[config.mk]
export PLATFORM = sky130hd
export DESIGN_NAME = led_matrix_scanner
export DESIGN_NICKNAME = d
export VERILOG_FILES = /design/src/rtl/led_matrix_pkg.sv /design/src/rtl/led_matrix_scanner_phase_timer.sv /design/src/rtl/led_matrix_scanner.sv
export SDC_FILE = /design/constraint.sdc
export NUM_CORES = 1
export LEC_CHECK = 0
export ABC_CLOCK_PERIOD_IN_PS = 3850
export CORE_ASPECT_RATIO = 0.7
export CORE_MARGIN = 4
export CORE_UTILIZATION = 29
export DETAILED_ROUTE_END_ITERATION = 8
export GPL_ROUTABILITY_DRIVEN = 1
export MAX_ROUTING_LAYER = met4
export PLACE_DENSITY = 0.49
export SLEW_MARGIN = 15
export SYNTH_ARGS = -nofsm -noshare
export SYNTH_HDL_FRONTEND = slang
export SYNTH_HIERARCHICAL = 1
export SYNTH_SLANG_ARGS = --single-unit
[constraint.sdc]
create_clock -name clk -period 3.85 [get_ports clk]
set_clock_uncertainty 0.15 [all_clocks]
set_input_delay 0.385 -clock clk [delete_from_list [all_inputs] [get_ports clk]]
set_output_delay 0.385 -clock clk [all_outputs]
set_load 0.01 [all_outputs]
[src/rtl/led_matrix_pkg.sv]
// led_matrix_pkg: scanner FSM state encoding, default matrix size and timer sizing helper
package led_matrix_pkg;
  typedef enum logic [2:0] {
    ST_IDLE, ST_BLANK, ST_FETCH, ST_SHIFT_LO, ST_SHIFT_HI, ST_LATCH, ST_DISPLAY
  } state_t;
  localparam int DEF_ROWS = 8;
  localparam int DEF_COLS = 8;
  function automatic int max3(input int a, input int b, input int c);
    return a > b ? (a > c ? a : c) : (b > c ? b : c);
  endfunction
endpackage

[src/rtl/led_matrix_scanner_phase_timer.sv]
// phase_timer: loadable down-counter (clk, rst, load, val) with done high while the count is zero
module phase_timer #(
  parameter int W = 4
) (
  input  logic         clk,
  input  logic         rst,
  input  logic         load,
  input  logic [W-1:0] val,
  output logic         done
);
  logic [W-1:0] cnt;
  always_ff @(posedge clk or posedge rst)
    if (rst) cnt <= '0;
    else if (load) cnt <= val;
    else if (cnt != '0) cnt <= cnt - 1'b1;
  assign done = cnt == '0;
endmodule

[src/rtl/led_matrix_scanner.sv]
// led_matrix_scanner: row-multiplexed LED matrix driver (clk, rst, en, rd_row/rd_data frame-buffer read, ser/srclk/rclk shift chain, oe_n, row_sel, frame_done)
module led_matrix_scanner import led_matrix_pkg::*; #(
  parameter int ROWS  = DEF_ROWS,
  parameter int COLS  = DEF_COLS,
  parameter int DIV   = 4,
  parameter int DWELL = 1000,
  parameter int BLANK = 16
) (
  input  logic                    clk,
  input  logic                    rst,
  input  logic                    en,
  output logic [$clog2(ROWS)-1:0] rd_row,
  input  logic [COLS-1:0]         rd_data,
  output logic                    ser,
  output logic                    srclk,
  output logic                    rclk,
  output logic                    oe_n,
  output logic [ROWS-1:0]         row_sel,
  output logic                    frame_done
);
  localparam int RW = $clog2(ROWS);
  localparam int BW = COLS > 1 ? $clog2(COLS) : 1;
  localparam int TW = $clog2(max3(DIV, DWELL, BLANK) + 1);
  localparam logic [RW-1:0] LAST_ROW = RW'(ROWS - 1);
  localparam logic [BW-1:0] LAST_BIT = BW'(COLS - 1);
  state_t st, nxt;
  logic [RW-1:0] row;
  logic [BW-1:0] bitc;
  logic [COLS-1:0] sreg;
  logic [TW-1:0] val;
  logic done;
  always_comb begin
    nxt = st;
    case (st)
      ST_IDLE:     nxt = en ? ST_BLANK : ST_IDLE;
      ST_BLANK:    nxt = done ? ST_FETCH : st;
      ST_FETCH:    nxt = done ? ST_SHIFT_LO : st;
      ST_SHIFT_LO: nxt = done ? ST_SHIFT_HI : st;
      ST_SHIFT_HI: nxt = done ? (bitc == LAST_BIT ? ST_LATCH : ST_SHIFT_LO) : st;
      ST_LATCH:    nxt = done ? ST_DISPLAY : st;
      ST_DISPLAY:  nxt = done ? (en ? ST_BLANK : ST_IDLE) : st;
      default:     nxt = ST_IDLE;
    endcase
  end
  assign val = nxt == ST_BLANK   ? TW'(BLANK - 1) :
               nxt == ST_FETCH   ? TW'(1) :
               nxt == ST_DISPLAY ? TW'(DWELL - 1) :
               nxt == ST_IDLE    ? '0 : TW'(DIV - 1);
  phase_timer #(.W(TW)) u_timer (
    .clk  (clk),
    .rst  (rst),
    .load (nxt != st),
    .val  (val),
    .done (done)
  );
  always_ff @(posedge clk or posedge rst)
    if (rst) begin
      st         <= ST_IDLE;
      row        <= '0;
      bitc       <= '0;
      sreg       <= '0;
      row_sel    <= '0;
      frame_done <= 1'b0;
    end else begin
      st         <= nxt;
      frame_done <= st == ST_DISPLAY && done && row == LAST_ROW;
      if (st == ST_FETCH && done) sreg <= rd_data;
      if (st == ST_SHIFT_HI && done) begin
        sreg <= sreg << 1;
        bitc <= bitc == LAST_BIT ? '0 : bitc + 1'b1;
      end
      if (nxt == ST_LATCH && st != ST_LATCH) row_sel <= ROWS'(1) << row;
      else if (nxt == ST_IDLE) row_sel <= '0;
      if (st == ST_DISPLAY && done) row <= row == LAST_ROW ? '0 : row + 1'b1;
    end
  assign rd_row = row;
  assign ser    = sreg[COLS-1];
  assign srclk  = st == ST_SHIFT_HI;
  assign rclk   = st == ST_LATCH;
  assign oe_n   = st != ST_DISPLAY;
endmodule

# [After elaboration in Yosys (flattened, before gate mapping)]
# Cells that the tools add are included.
[word_totals] register_bits=36 in_bits=11 output_inout_bits=16 elab_cells=59
[classes] add_sub_neg=3 eq_ne=15 shifts=1 muxes=21 reduce_logical=12
[ops] op="10-bit 2-to-1 mux" n=5
[ops] op="8-bit 2-to-1 mux" n=4
[ops] op="3-bit 2-to-1 mux" n=9
[ops] op="3-bit equality test, second input constant" n=7
[ops] op="3-bit case mux with 7 select lines" n=1
[ops] op="10-bit logical NOT" n=1
[ops] op="10-bit nonzero test" n=1
[ops] op="10-bit by 1-bit subtractor with 10-bit output, second input constant" n=1
[ops] op="3-bit by 2-bit equality test with 1-bit output, second input constant" n=3
[ops] op="1-bit by 3-bit << shifter with 8-bit output, first input constant" n=1
[ops] op="3-bit by 1-bit adder with 3-bit output, second input constant" n=2
[ops] op="3-bit by 1-bit equality test with 1-bit output, second input constant" n=2
[ops] op="3-bit logical NOT" n=2
[ops] op="3-bit inequality test, second input constant" n=2
[ops] op="2-bit nonzero test" n=3
[ops] op="1-bit logical AND" n=5
[ops] op="3-bit inequality test" n=1
[ops] op="2-bit 2-to-1 mux" n=1
[ops] op="1-bit 2-to-1 mux" n=1

# [Longest topological paths before layout]
[logic_depth] depth_word=10 ltp_mapped=14 depth_no_buf=11

# [By module]
# The synthesis kept the hierarchy.
[by_module_without_submodules] module="led_matrix_scanner" instances=1 cells_each=152 area_per_inst_um2=1451.4 seq_area_each_um2=650.6
[by_module_without_submodules] module="phase_timer" instances=1 cells_each=76 area_per_inst_um2=693.2 seq_area_each_um2=250.2

# [Worst setup path after synthesis]
# No wires, ideal clock.
[synth_path] kind="register -> register" from="register u_timer.cnt[0]" to="register u_timer.cnt[7]" setup_ps=94 arrival_ps=2890 required_time_ps=3606 slack_ps=716 stages_incl_launch_ff=14 path_buffers=4 period_less_slack_ps=3134 path_cell_list="dfrtp_1 inv_1 ha_1 or4b_1 clkbuf_1 nor3_2 clkbuf_1 o21ai_0 o311ai_0 clkbuf_1 clkbuf_1 nor2_1 o41a_1 a211oi_1"
[synth_between] elab_chain_len=8 elab_cells_between_ends=20 cone_classes="1 x add/sub; 4 x eq/ne; 12 x mux; 3 x reduce/logical"
[synth_rtl] item="start: declaration" line="led_matrix_scanner_phase_timer.sv:11" rtl="logic [W-1:0] cnt;"
[synth_rtl] item="start signal: assignment" line="led_matrix_scanner_phase_timer.sv:14" rtl="else if (load) cnt <= val;"
[synth_rtl] item="start signal: assignment" line="led_matrix_scanner_phase_timer.sv:15" rtl="else if (cnt != '0) cnt <= cnt - 1'b1;"
[synth_rtl] item="10-bit logical NOT *" line="led_matrix_scanner_phase_timer.sv:16" rtl="assign done = cnt == '0;"
[synth_rtl] item="via done" line="led_matrix_scanner.sv:31" rtl="logic done;"
[synth_rtl] item="3-bit 2-to-1 mux (tied with other cells)" line="led_matrix_scanner.sv:41" rtl="ST_DISPLAY: nxt = done ? (en ? ST_BLANK : ST_IDLE) : st;"
[synth_rtl] item="3-bit case mux with 7 select lines *" line="led_matrix_scanner.sv:34" rtl="case (st)"
[synth_rtl] item="3-bit equality test" line="led_matrix_scanner.sv:47" rtl="nxt == ST_DISPLAY ? TW'(DWELL - 1) :"
[synth_rtl] item="10-bit 2-to-1 mux" line="led_matrix_scanner.sv:47"
[synth_rtl] item="10-bit 2-to-1 mux" line="led_matrix_scanner.sv:46" rtl="nxt == ST_FETCH ? TW'(1) :"
[synth_rtl] item="10-bit 2-to-1 mux" line="led_matrix_scanner.sv:45" rtl="assign val = nxt == ST_BLANK ? TW'(BLANK - 1) :"
[synth_rtl] item="10-bit 2-to-1 mux" line="led_matrix_scanner_phase_timer.sv:14"
# Mark *: on every way through the listed nets, which the timed path passes. The rest lies on a longest branch. The select of a mux whose other input is x is not followed.
# A chain may end at the register's enable or synchronous reset.

# [Final worst setup path]
[layout_path] from="register u_timer.cnt[0]" to="register u_timer.cnt[9]"
# The elaborated chain is that of the path after synthesis.

==> flow_metrics.env <==
export IMPL_outcome="finished, final reports clean"
export IMPL_die_x_um=111
export IMPL_h_tree_depth=2
export IMPL_worstPathCellList="inv_1, ha_1, or4b_1, nor3_2, buf_4, inv_1, o21ai_0, nand2_1, o311ai_2, inv_1, o22a_1"
export IMPL_ys_seq_elements=36
export IMPL_grt_use_total_pct=11.8
export IMPL_fin_nets=267
export IMPL_reg2reg_depth=11
export IMPL_vdd_ir_drop_max_mv=0.157
export IMPL_cts_buffer_depth=2
export IMPL_synthArstFlopShare_pct=100
export IMPL_power_internal_w=0.000712
export IMPL_power_total_w=0.00110
export IMPL_maxCapViolCount=0
export IMPL_critPathLaunchType="flop"
export IMPL_crit_top_cell="inv_1"
export IMPL_path_class="reg2reg"
export IMPL_synth_area_per_cell_um2=9.41
export IMPL_hold_viol=0
export IMPL_netlist_instances=228
export IMPL_place_area_um2=2470
export IMPL_wirelength_mm=4.81
export IMPL_io_pins=27
export IMPL_drt_iter0_drc=125
export IMPL_cts_inserted_buffers=5
export IMPL_crit_fanout=17
export IMPL_worst_path_max_delay_cell="or4b_1"
export IMPL_drt_vias_per_instance=5.10
export IMPL_ys_warn_count=6
export IMPL_cts_resized_gates=0
export IMPL_drv_slew=0
export IMPL_tns_ns=0
export IMPL_dp_hpwl_mm=3.49
export IMPL_switching_power_w=0.000387
export IMPL_cp_end_kind="flop"
export IMPL_syn_num_nets=248
export IMPL_finalInstanceArea_um2=2540
export IMPL_rsz0062_at_grt="no"
export IMPL_dr_pass1_iters=4
export IMPL_grt_max_degree=27
export IMPL_worstPathArrival_ns=3.00
export IMPL_rows=25
export IMPL_ctsHoldBuffers=0
export IMPL_mostFrequentLayoutCells="dfrtp_1, clkdlybuf4s50_1, o21ai_0"
export IMPL_synth_edff_count=0
export IMPL_finalCritPeriodShare_pct=77.3
export IMPL_fmax_mhz=336
export IMPL_worst_pin_slew_ns=0.988
export IMPL_vias=1738
export IMPL_hold_class="in2async"
export IMPL_initial_core_util_pct=30.7
export IMPL_wl_per_cell_um=14.1
export IMPL_relSlewSlack_pct=34.1
export IMPL_post_cts_setup_buffers=0
export IMPL_seq_area_frac_synth_pct=42.0
export IMPL_max_stage_delay_ns=0.61
export IMPL_die_area_um2=8860
export IMPL_switching_share_pct=35.2
export IMPL_power_frac_clock_pct=23.0
export IMPL_p_leak_nw=1.07
export IMPL_setup_slack_ns=0.876
export IMPL_drc=0
export IMPL_diodes=0
export IMPL_grt_ovfl_total=0
export IMPL_clk_pin_slew_ns=0.07
export IMPL_seqPwrFrac_pct=49.7
export IMPL_final_fill_count=676
export IMPL_antenna_left=0
export IMPL_synth_area_um2=2140
export IMPL_io_buffers=26
export IMPL_combPwrFrac_pct=27.3
export IMPL_cts_sink_count=36
export IMPL_setup_viol=0
export IMPL_antenna_found_initial=0
export IMPL_core_area_um2=6980
export IMPL_cp_required_ns=3.87
export IMPL_clk_latency_ns=0.28
export IMPL_cts_root_buf="clkbuf_8"
export IMPL_gp_congestion=0.797
export IMPL_final_common_cell="dfrtp_1"
export IMPL_grt_pass1_wl_mm=8.20
export IMPL_synth_ff_type="dfrtp_1"
export IMPL_finalCriticalPeriod_ns=2.97
export IMPL_area_growth_synth_to_final_pct=18.6
export IMPL_chipHeight_um=79.9
export IMPL_grt_pass1_vias=1596
export IMPL_cts_tree="done"
export IMPL_powerDensity_nw_per_um2=432
export IMPL_synthDistinctLibCells=51
export IMPL_drive_above_1_share_pct=8.91
export IMPL_place_ws_ns=0.898
## state kept, by name (all words and copies together), names as in the netlist
signal / count
u_timer/cnt: 10
row_sel: 8
rd_row: 3
frame_done: 1
sreg: 8
bitc: 3
st: 3
## layout make-up
class / count / area, µm² / area share, %
Inverter: 16 / 60.1 / 2.36
Sequential cell: 36 / 901 / 35.4
Clock buffer: 6 / 72.6 / 2.85
Clock inverter: 1 / 5.00 / 0.197
Timing Repair Buffer: 30 / 290 / 11.4
Tap cell: 94 / 118 / 4.62
Multi-Input combinational cell: 158 / 1100 / 43.1
## power by group through the flow
stage	clock [W]	sequential [W]	combinational [W]
6_report	0.000252	0.000546	0.000300
5_1_grt	0.000282	0.000558	0.000337
4_1_cts	0.000266	0.000542	0.000301
3_5_place_dp	0	0.000548	0.000301
3_3_place_gp	0	0.000555	0.000307
2_1_floorplan	0	0.000479	0.000318
## cells in the mapped netlist, types with 2 or more instances
library cell | instances | area (µm²)
a21oi_1 | 11 | 55.1
ha_1 | 9 | 113
nand2b_1 | 6 | 37.5
buf_2 | 3 | 15.0
nor2_1 | 13 | 48.8
o211ai_1 | 2 | 15.0
and3_1 | 5 | 31.3
dfrtp_1 | 36 | 901
mux2_2 | 3 | 33.8
o41ai_1 | 2 | 17.5
o22ai_1 | 13 | 81.3
nor4_1 | 6 | 37.5
or2_2 | 2 | 12.5
buf_6 | 3 | 33.8
clkbuf_1 | 12 | 45.0
a31oi_1 | 5 | 31.3
inv_1 | 15 | 56.3
xnor2_1 | 2 | 17.5
nor4b_1 | 2 | 17.5
o21ai_0 | 16 | 80.1
a32o_1 | 3 | 30.0
nor3_1 | 4 | 20.0
nor2b_1 | 5 | 31.3
a22o_1 | 7 | 61.3
nand2_1 | 12 | 45.0
o31ai_1 | 6 | 45.0
## cells by family (layout without fill, tap and decap cells)
logic type | after synthesis | count (layout) | synth area share, %
xor+xnor | 2 | 2 | 0.817
fa+ha+maj | 9 | 9 | 5.25
mux | 3 | 3 | 1.58
buf+inv | 34 | 53 | 7.18
flops | 36 | 36 | 42.0
simple gates | 66 | 66 | 17.9
other cells | 1 | 1 | 0.175
compound gates | 77 | 77 | 25.1
## through the flow
| stage | utilization (%) | instances | hold slack (ns) |
|---|---|---|---|
| 6_report | 36.5 | 341 | 0.265 |
| 5_1_grt | 36.5 | 341 | 0.322 |
| 4_1_cts | 36.5 | 341 | 0.284 |
| 3_5_place_dp | 35.4 | 334 | 0.336 |
| 3_3_place_gp | 35.4 | 334 | 0.345 |
| 2_1_floorplan | - | 228 | 0.0752 |
## per-layer routing
layer	vias to the layer above	part of all wire [%]	track usage (%)
met5	-	0	-
met3	4	4.4	3.11
met4	0	1.2	4.06
met1	823	54	17.0
met2	35	40	15.6
li1	876	-	-
## worst paths after layout
kind,from,endpoint,slack (ns)
worst max-delay path,u_timer/cnt[0],u_timer/cnt[9],0.88
worst min-delay path,rst,u_timer/cnt[7],0.26
worst max register to register,u_timer/cnt[0],u_timer/cnt[9],0.88
worst min register to register,row_sel[5],row_sel[5],0.35
max in group asynchronous,rst,bitc[1],2.43
min in group clk,row_sel[5],row_sel[5],0.35
## critical path, delay by kind of cell, from the launching register on
| kind | cells | cell delay (ns) |
|---|---|---|
| AO/OA/AOI/OAI | 3 | 0.56 |
| adder cells (fa/ha/maj) | 1 | 0.22 |
| buffers and inverters | 4 | 0.71 |
| flip-flops | 1 | 0.40 |
| AND/OR/NAND/NOR | 3 | 0.85 |
(Power assumes the default switching activity.)
